## src/rtl/switch_event_arbiter.sv

```systemverilog
// Serialises debounced switch level changes into one-at-a-time events over a
// valid/ready handshake, sharing simultaneous changes with a round-robin pointer.
module switch_event_arbiter #(
    parameter int NUM_SW = 18,
    parameter int IDX_W  = 5,
    parameter int CNT_W  = 16
) (
    input  logic              clk,
    input  logic              rst,
    input  logic [NUM_SW-1:0] sw_db,
    input  logic              en,
    input  logic              ev_ready,
    output logic              ev_valid,
    output logic [IDX_W-1:0]  ev_idx,
    output logic              ev_level,
    output logic [NUM_SW-1:0] sw_state,
    output logic [NUM_SW-1:0] pending,
    output logic [CNT_W-1:0]  ev_count
);

    typedef enum logic {
        IDLE,
        OFFER
    } state_t;

    state_t            state;
    logic [NUM_SW-1:0] sw_q;
    logic [IDX_W-1:0]  ptr;
    logic [IDX_W-1:0]  winner;

    // First requester at or after start, wrapping round to 0. Rotating the
    // doubled request vector turns the circular scan into a lowest-set-bit search.
    function automatic logic [IDX_W-1:0] rr_pick(input logic [NUM_SW-1:0] req,
                                                 input logic [IDX_W-1:0]  start);
        logic [NUM_SW-1:0] rot;
        int                off;
        int                j;
        rot = NUM_SW'({req, req} >> start);
        off = 0;
        for (int k = NUM_SW - 1; k >= 0; k--) begin
            if (rot[k]) off = k;
        end
        j = int'(start) + off;
        if (j >= NUM_SW) j = j - NUM_SW;
        return IDX_W'(j);
    endfunction

    assign pending = sw_q ^ sw_state;
    assign winner  = rr_pick(pending, ptr);

    // The input register keeps sampling through reset so the baseline captured
    // into sw_state and the value held in sw_q agree on the first free cycle.
    always_ff @(posedge clk) begin
        sw_q <= sw_db;
    end

    // NOTE: all state here uses non-blocking assignments so every register
    // sees the pre-edge values of its neighbours, regardless of statement order.
    always_ff @(posedge clk) begin
        if (rst) begin
            sw_state <= sw_db;
            state    <= IDLE;
            ev_valid <= 1'b0;
            ev_idx   <= '0;
            ev_level <= 1'b0;
            ptr      <= '0;
            ev_count <= '0;
        end else begin
            case (state)
                IDLE: begin
                    if (en && (|pending)) begin
                        ev_idx   <= winner;
                        ev_level <= sw_q[winner];
                        ev_valid <= 1'b1;
                        state    <= OFFER;
                    end
                end
                OFFER: begin
                    // The offer stays frozen even if the switch reverts; the
                    // revert shows up as fresh pending state after the accept.
                    if (ev_ready) begin
                        sw_state[ev_idx] <= ev_level;
                        ev_count         <= ev_count + CNT_W'(1);
                        ptr              <= (ev_idx == IDX_W'(NUM_SW - 1)) ? '0
                                                                           : ev_idx + IDX_W'(1);
                        ev_valid         <= 1'b0;
                        state            <= IDLE;
                    end
                end
                default: state <= IDLE;
            endcase
        end
    end

endmodule

```

## config.mk

```make
export PLATFORM = sky130hd
export DESIGN_NAME = switch_event_arbiter
export DESIGN_NICKNAME = d
export VERILOG_FILES = /design/src/rtl/switch_event_arbiter.sv
export SDC_FILE = /design/constraint.sdc
export NUM_CORES = 1
export LEC_CHECK = 0
export ABC_AREA = 0
export CORE_MARGIN = 3
export CORE_UTILIZATION = 45
export CTS_CLUSTER_DIAMETER = 40
export CTS_CLUSTER_SIZE = 14
export DETAILED_ROUTE_END_ITERATION = 7
export PLACE_DENSITY_LB_ADDON = 0.3
export SLEW_MARGIN = 20
export SYNTH_ARGS = -nofsm -noshare
export SYNTH_HDL_FRONTEND = slang
export SYNTH_SLANG_ARGS = --single-unit
```

## constraint.sdc

```tcl
create_clock -name clk -period 4.9 [get_ports clk]
set_input_delay 1.47 -clock clk [delete_from_list [all_inputs] [get_ports clk]]
set_output_delay 1.47 -clock clk [all_outputs]
set_load 0.01 [all_outputs]
```

==> results.md <==
- Status: complete, but fails checks
- Failing checks: negative setup slack
- Final Worst Setup Slack: -0.102 ns
- RD Place Congestion: 0.955
- I/O Buffers: 80
- Hold Vio Cnt, Final: 0
- Synth Register Bits: 65
- Number of synthesized flops with an enable pin: 18
- Worst IR Drop VDD: 0.246 mV
- DRC: 0
- DRT iter0 DRCs: approximately 470
- Area contributors post-synth: dfxtp_1 18%, mux4_2 12%, edfxtp_1 11%
- Cell count after synthesis: between 500 and 600
- Area of the multi-input gates: 3710 sq um
- HPWL Detailed: 13400 microns
- Final period utilization: 1.02
- Max_cap viols: 0
- Commonest non-fill, non-tap cell in the layout: buf_4
- FMAX: 200 MHz
- Overall routing resource usage: 0.274
- Largest net degree at the start of global routing: 40
- Drt first pass iters: 5
- # rows: 38
- Starting density of the core: 0.467
- Total CTS buffers: 9
- Fin crit period: 5.00 ns
- Total power: 2.04 mW
- Clk_lat worst skew: 0.33 ns
- Skew final: 0.00858 ns
- Register area: between 1000 and 1500 sq um
- Sink Count: 65
- Total negative slack: -0.102 ns
- Leakage power: 3.07 nW
- IO Count: 81
- Clock transition at path regs: 0.06 ns
- # H-tree levels: 3
- Mean Syn Cell Area: ~9 sq um
- Share of cells above drive strength 1: 0.328
- Die width: ~110 microns
- Number of global-route vias before repair: 5151
- Type of the tightest min-delay check: flip-flop to flip-flop
- Clk root buf: clkbuf_16
- RSZ-0062 raised after global routing: true
- Register area share after synthesis: 0.289
- CTS tree: yes
- Antenna cells: 0
- Final WL: around 18000 microns
- Fill cells: roughly 860
- Final slew viol count: 0
- Req. time, crit path: 5.11 ns
- Commonest cells after routing, fill and taps aside: 138 x buf_4, 79 x clkdlybuf4s50_1, 58 x nand2_1
- Syn. warnings: 0
- Crit path capture type: flip-flop
- Crit path max fanout: 6
- Worst-case clock buffer depth: 2
- Rel. slew slack: 0.599
- Die extent in y: 113 microns
- Initial antenna violation count: 0
- Post-Synthesis Cell Area: 5120 sq um
- First-pass GRT wire length: roughly 28000 microns
- Main synth FF type: dfxtp_1
- Drt wl/cell: about 20 microns
- Core outline area: around 11000 sq um
- Post-Syn Nets: 593
- Top-area cell type share of the netlist area: 0.184
- Worst-margin pin slew: 0.596 ns
- Post-DRT Antenna Nets: 0
- NumNets Final: 788
- Vias per Instance: between 5 and 6
- Worst Path Arrival: 5.21 ns
- Die area: 12700 sq um
- Library cells used by synthesis: 69
- Async S/R FF share, synth: 0
- Total grt overflow: 0
- Power per cell area: 268 nW/um^2
- Synthesis-to-finish area growth: 48.5%
- Crit Path Class: flip-flop to flip-flop
- # setup viols final: 1
- Crit path launch type: flip-flop
- Via Count: 5235
- Post-synth top area cell: dfxtp_1
synthesized netlist by cell type (all sizes together) (3+ instances only):
cell type	n
and2	3
inv	32
nor4	5
a31oi	7
ha	11
a211oi	13
nand3b	5
o21bai	19
nor3	13
nand2b	6
or2	3
a21oi	31
mux2	3
edfxtp	18
nand4	3
clkbuf	20
o221ai	3
xor2	13
nand2	58
nor2	40
xnor2	24
nor2b	8
o21ai	31
o211ai	6
o311ai	3
mux4	32
dfxtp	47
or3	6
buf	15
mux2i	33
a21o	4
and3	4
nand3	13
routing by layer:
layer	routed length, microns	up-vias	track usage
li1	-	2452	-
met1	7260	2544	0.354
met2	8850	207	0.471
met3	985	32	0.0406
met4	442	0	0.0929
met5	0	-	0
cells by family (layout without fill, tap and decap cells):
| family | after synthesis | after routing | share of synthesized area |
|---|---|---|---|
| xor+xnor | 37 | 37 | 0.0750 |
| mux | 68 | 68 | 0.216 |
| flops | 65 | 65 | 0.289 |
| compound gates | 135 | 135 | 0.171 |
| buf+inv | 69 | 269 | 0.0554 |
| fa+ha+maj | 12 | 12 | 0.0308 |
| simple gates | 173 | 173 | 0.162 |
path summary, 6_finish.rpt:
check,cells past startpoint,slack [ns],from,to
worst min-delay path,2,0.50,ev_count[1]$_SDFFE_PP0P_,ev_count[1]$_SDFFE_PP0P_
worst max register to register,23,-0.10,sw_state[17]$_DFFE_PP_,ev_level$_SDFFE_PP0P_
worst min register to register,2,0.50,ev_count[1]$_SDFFE_PP0P_,ev_count[1]$_SDFFE_PP0P_
worst max-delay path,23,-0.10,sw_state[17]$_DFFE_PP_,ev_level$_SDFFE_PP0P_
cell type report:
cell class | instances | share of cell area
multi-input combinational | 425 | 0.487
timing repair buffer | 219 | 0.243
sequential | 65 | 0.195
clock buffer | 10 | 0.0301
tap | 140 | 0.0230
inverter | 34 | 0.0168
clock inverter | 6 | 0.00444
timing repair:
action	CTS	global route
hold buffers	0	0
endpoints found under the hold margin	0	0
buffers inserted	6	6
cloned	0	0
pin swaps	21	9
resized for setup	32	22
endpoints found under the setup margin	2	4
worst max-delay path, cell delays in order, from the launching register on:
cell	delay [ns]
edfxtp_1	0.44
xnor2_2	0.21
buf_4	0.18
mux4_1	0.55
mux2i_4	0.21
buf_4	0.14
buf_4	0.09
mux2i_1	0.06
a22oi_2	0.18
or2_2	0.17
nor3_1	0.05
a21oi_1	0.16
a31oi_1	0.11
ha_2	0.21
fa_2	0.34
a21o_1	0.22
a2111oi_4	0.32
a41oi_2	0.13
o21a_1	0.26
a31oi_4	0.16
nand2_1	0.08
o41a_1	0.40
o311ai_1	0.09
a21oi_1	0.10
per-stage QoR:
stage                     hold WS [ns]  utilization  cell area, sq um  instances  worst slack [ns]
after floorplan                  0.494            -              5160        559           0.00976
after global placement           0.482        0.632              6940        871            -0.170
after detailed placement         0.489        0.632              6940        871            -0.307
after CTS                        0.499        0.677              7440        893            0.0184
after global routing             0.522        0.693              7610        899            -0.292
final                            0.496        0.693              7610        899            -0.102
registers in the layout, summed over array words and instances, names as in the netlist:
| signal | cells |
|---|---|
| ev_count | 16 |
| ev_idx | 5 |
| ev_level | 1 |
| ev_valid | 1 |
| ptr | 5 |
| state | 1 |
| sw_q | 18 |
| sw_state | 18 |
where the power goes:
group	switching (mW)	total, mW	leakage, nW	internal (mW)
clock	0.236	0.575	0.132	0.338
sequential	0.0426	0.625	0.565	0.583
combinational	0.392	0.839	2.38	0.447
total	0.671	2.04	3.07	1.37
Power figures use the tool's default switching activity.
